--- src/rtl/window_stream_arbiter.sv ---
// Round-robin arbiter that locks one serializer onto the bus for a full BEATS-beat window burst.
// One-cycle arbitration in IDLE; data is combinational pass-through; out_ready goes straight back to the granted level.
module window_stream_arbiter #(
  parameter int BUS_WIDTH = 128,
  parameter int LEVELS    = 7,
  parameter int BEATS     = 10,
  parameter int LVL_W     = 3,
  parameter int CNT_W     = 16
) (
  input  logic                        clk,
  input  logic                        rst,
  input  logic [LEVELS-1:0]           level_enable,
  input  logic [LEVELS-1:0]           in_valid,
  input  logic [BUS_WIDTH*LEVELS-1:0] in_stream,
  output logic [LEVELS-1:0]           in_ready,
  output logic                        out_valid,
  input  logic                        out_ready,
  output logic [BUS_WIDTH-1:0]        out_stream,
  output logic [LVL_W-1:0]            out_level,
  output logic                        out_last,
  output logic                        busy,
  output logic [CNT_W-1:0]            windows_sent
);

  localparam int BC_W = (BEATS > 1) ? $clog2(BEATS) : 1;

  typedef enum logic {IDLE, BURST} state_t;

  state_t            state;
  logic [LVL_W-1:0]  grant;
  logic [LVL_W-1:0]  last_grant;
  logic [BC_W-1:0]   beat_cnt;
  logic [LEVELS-1:0] req;
  logic [LVL_W-1:0]  nxt_grant;
  logic              handshake;

  assign req = in_valid & level_enable;

  // Rotating priority: start one past the previous winner, wrap at LEVELS.
  always_comb begin
    int  idx;
    logic found;
    idx       = 0;
    found     = 1'b0;
    nxt_grant = '0;
    for (int i = 0; i < LEVELS; i++) begin
      idx = (int'(last_grant) + 1 + i) % LEVELS;
      if (!found && req[idx]) begin
        found     = 1'b1;
        nxt_grant = LVL_W'(idx);
      end
    end
  end

  always_comb begin
    busy       = (state == BURST);
    out_level  = grant;
    out_valid  = busy & in_valid[grant];
    out_stream = busy ? in_stream[grant*BUS_WIDTH +: BUS_WIDTH] : '0;
    in_ready   = busy ? (LEVELS'(out_ready) << grant) : '0;
    out_last   = out_valid & (beat_cnt == BC_W'(BEATS - 1));
    handshake  = out_valid & out_ready;
  end

  always_ff @(posedge clk) begin
    if (rst) begin
      state        <= IDLE;
      grant        <= '0;
      last_grant   <= LVL_W'(LEVELS - 1);
      beat_cnt     <= '0;
      windows_sent <= '0;
    end else begin
      case (state)
        IDLE: begin
          if (|req) begin
            grant    <= nxt_grant;
            beat_cnt <= '0;
            state    <= BURST;
          end
        end
        BURST: begin
          // Grant is held until the last beat regardless of valid/enable changes.
          if (handshake) begin
            if (out_last) begin
              state      <= IDLE;
              last_grant <= grant;
              beat_cnt   <= '0;
              if (windows_sent != '1)
                windows_sent <= windows_sent + 1'b1;
            end else begin
              beat_cnt <= beat_cnt + 1'b1;
            end
          end
        end
        default: state <= IDLE;
      endcase
    end
  end

endmodule

--- config.mk ---
export PLATFORM = sky130hd
export DESIGN_NAME = window_stream_arbiter
export DESIGN_NICKNAME = d
export VERILOG_FILES = /design/src/rtl/window_stream_arbiter.sv
export SDC_FILE = /design/constraint.sdc
export NUM_CORES = 1
export LEC_CHECK = 0
export CAP_MARGIN = 15
export CORE_AREA = 2 2 421 423
export DETAILED_ROUTE_END_ITERATION = 16
export DIE_AREA = 0 0 423 425
export SLEW_MARGIN = 20
export SYNTH_ARGS = -nofsm -noshare
export SYNTH_HDL_FRONTEND = slang
export SYNTH_SLANG_ARGS = --single-unit
--- constraint.sdc ---
create_clock -name clk -period 9.8 [get_ports clk]
set_clock_uncertainty 0.15 [all_clocks]
set_input_delay 1.47 -clock clk [delete_from_list [all_inputs] [get_ports clk]]
set_output_delay 1.47 -clock clk [all_outputs]
set_load 0.03 [all_outputs]
==> flow_summary.json <==
{
  "dieArea_mm2": 0.180,
  "grt_pass1_vias": 18000,
  "fmax_mhz": 136,
  "cts_tree": "done",
  "leakage_nw": 8.01,
  "synth_edf_count": 0,
  "worst_slack_ps": 2450,
  "post_drt_via_cell_ratio": 3.82,
  "track_usage_pct": 16.9,
  "cts_htree_levels": 1,
  "crit_chain": "buf_4 > ha_1 > xor2_2 > ha_1 > buf_4 > inv_1 > o2111ai_2 > nand2_1 > ha_1 > and2_1 > o21ai_0 > nand3_1 > and2_1 > ha_1 > a21boi_1 > or4b_4 > and2_4 > a32o_1 > a211oi_4 > o21bai_2 > nor4b_4 > nand3b_1 > and4b_1 > o41ai_2",
  "cts_root_buf": "clkbuf_16",
  "tns_ps": 0,
  "clk_path_buf_depth": 2,
  "drt_iter0_drc": 1752,
  "power_mw": 1.94,
  "nets": 3552,
  "whs_ps": 357,
  "gp_congestion": 0.976,
  "path_class": "reg -> reg",
  "drc_errors": 0,
  "worstPathRequired_ps": 9810,
  "hold_violations": 0,
  "ctsResizeCount": 0,
  "dr.pass1.iters": 6,
  "clk_latency_ps": 270,
  "rsz0062_at_grt": "no",
  "grt_max_degree": 128,
  "ys_ff_latch": 27,
  "endpoint_kind": "register",
  "io_pins": 1070,
  "cts_buffers": 3,
  "tightest_slew_ps": 1290,
  "critPathMostFrequentCell": "ha_1",
  "drive_above_1_share_pct": 4.68,
  "syn_inst": 1636,
  "critPathMaxFanout": 30,
  "syn-cell-area_mm2": 0.0113,
  "power_per_cell_area_mw_per_mm2": 77.4,
  "yosysSeqAreaShare_pct": 4.78,
  "ant_nets": 0,
  "async_flop_share_pct": 0,
  "start_util_pct": 6.45,
  "antenna_found_initial": 127,
  "worst-path-buf-inv": 3,
  "core_mm2": 0.175,
  "startpoint_type": "register",
  "vias": 19100,
  "die_y_um": 425,
  "fin_crit_sh_pct": 75.0,
  "ctsHoldBuffers": 0,
  "overflow": 0,
  "period_needed_ps": 7350,
  "critical_path.top_delay_family": "simple AND/OR/NAND/NOR gates",
  "synthTopCellsByArea": "mux2i_1 25%, a221oi_1 10%, nand2_1 6.4%",
  "final_max_slew_viol_count": 0,
  "irDropWorstVdd_mv": 0.0632,
  "synth_nets": 2582,
  "synth_ff_type": "dfxtp_1",
  "avgSynthCellArea_um2": 6.91,
  "fin_util_pct": 14.3,
  "synth_cell_type_count": 91,
  "yosysTopAreaCellShare_pct": 25.2,
  "rows": 154,
  "status": "finished clean",
  "cap_violations": 0,
  "clkSlewWorstSetupHoldPaths_ps": 70,
  "io_buffers": 1069,
  "crit_path_max_incr_delay_ps": 730,
  "postRouteWirelength_um": 162000,
  "wl_per_cell_um": 32.5,
  "post_cts_buffers": 0,
  "yosys_warnings": 0,
  "cts_sinks": 27,
  "grt_pass1_wl_um": 199000,
  "die_w_um": 423,
  "yosys.area.top_type": "mux2i_1",
  "slew_headroom_pct": 13.9,
  "holdCritPathClass": "reg -> reg",
  "setup_viol": 0,
  "area_growth_syn_to_layout_pct": 122,
  "dp_slack_ps": 2630,
  "crit_slowest_cell": "dfxtp_2",
  "worstPathArrival_ps": 7360,
  "post-dp-hpwl_um": 145000
}
## registers in the layout, indices dropped and copies added (netlist names)
| register | cells |
|---|---|
| beat_cnt | 4 |
| busy | 1 |
| last_grant | 3 |
| out_level | 3 |
| windows_sent | 16 |
## per-stage QoR
| stage | std cells | instance area (um2) |
|---|---|---|
| 3_5_place_dp | 4941 | 24900 |
| 4_1_cts | 4945 | 25000 |
| 5_1_grt | 4958 | 25000 |
| 2_1_floorplan | 1636 | 11300 |
| 6_report | 4985 | 25100 |
| 3_3_place_gp | 4941 | 24900 |
## synth_stat cells (3+ instances only)
library cell and count:
nor2_1 137, or3_1 12, nand3b_1 13, a22oi_1 5, nand3_1 20, o22ai_1 69
o211ai_1 6, nor3_1 17, o21ai_0 105, dfxtp_1 27, nand2_1 194, a311oi_1 5
a21o_1 5, o31a_1 3, and3_1 6, a21oi_1 108, or2_2 6, buf_2 10
nand4_1 8, o21ai_1 3, a211o_1 6, o221ai_1 70, mux2i_1 285, clkbuf_1 125
xnor2_1 12, o311ai_0 3, o21a_1 6, buf_1 25, nor4_1 7, inv_1 22
nand2b_1 16, a211oi_1 8, a221oi_1 131, a31oi_1 10, and4_1 3, nor2b_1 10
xor2_1 12, mux2_2 10, and2_1 14, ha_1 32
## cell type report
| class | instances | area [um2] |
|---|---|---|
| clock inverters | 1 | 6.26 |
| multi-input cells | 1422 | 10100 |
| clock buffers | 3 | 75.1 |
| repair buffers | 1127 | 11200 |
| well taps | 2340 | 2930 |
| diodes | 40 | 100 |
| flip-flops and latches | 27 | 549 |
| inverters | 25 | 95.1 |
| fillers | 20200 | 150000 |
## cell usage in the layout (no fill, tap or decap), types with 7 or more instances in the layout
cell	netlist	routed
or3_1	12	10
nand2_1	194	193
a21oi_1	108	107
nand2b_1	16	16
a211oi_1	8	8
nor2_1	137	137
dfxtp_1	27	24
a221oi_1	131	129
clkdlybuf4s50_1	0	1069
nor4_1	7	7
o21ai_0	105	105
nand3_1	20	20
xor2_1	12	12
diode_2	0	40
mux2i_1	285	275
mux2i_2	0	9
nand4_1	8	8
nand3b_1	13	13
xnor2_1	12	12
nor2b_1	10	9
mux2_2	10	10
ha_1	32	32
inv_1	22	21
a31oi_1	10	10
buf_4	1	52
o221ai_1	70	70
o22ai_1	69	69
nor3_1	17	15
and2_1	14	13
## metal layers
metal	vias up	global-route usage [%]	share of wire, %
li1	8371	-	-
met1	9376	18.0	35
met2	977	30.1	51
met3	248	6.68	10
met4	90	6.06	3.9
met5	-	0	0.35
## kinds of logic after synthesis
kind of cell | synth area share, %
adders and majority gates | 3.72
muxes | 26.7
xor gates and xnor gates | 2.00
AOI/OAI and AO/OA | 36.7
buffers and inverters | 6.42
and+or+nand+nor | 19.6
DFF | 4.78
## worst min-delay path: cells and delay by family, from the launching register on
kind	cells	cell delay (ps)
flip-flops	1	320
AO/OA/AOI/OAI	2	140
## where the power goes
group	internal, mW	switching, mW	leakage (nW)
Clock	0.0558	0.0420	0.0417
Sequential	0.112	0.0140	0.220
Combinational	0.719	1.00	7.75
Total	0.887	1.06	8.01
## worst paths after layout
check           startpoint           end  slack, ps  cells past startpoint
max reg2reg  last_grant[0]  out_level[1]       2450                     24
max          last_grant[0]  out_level[1]       2450                     24
min reg2reg    beat_cnt[3]   beat_cnt[3]        360                      2
min            beat_cnt[3]   beat_cnt[3]        360                      2
Note: power is estimated with default switching activity, not from simulation.
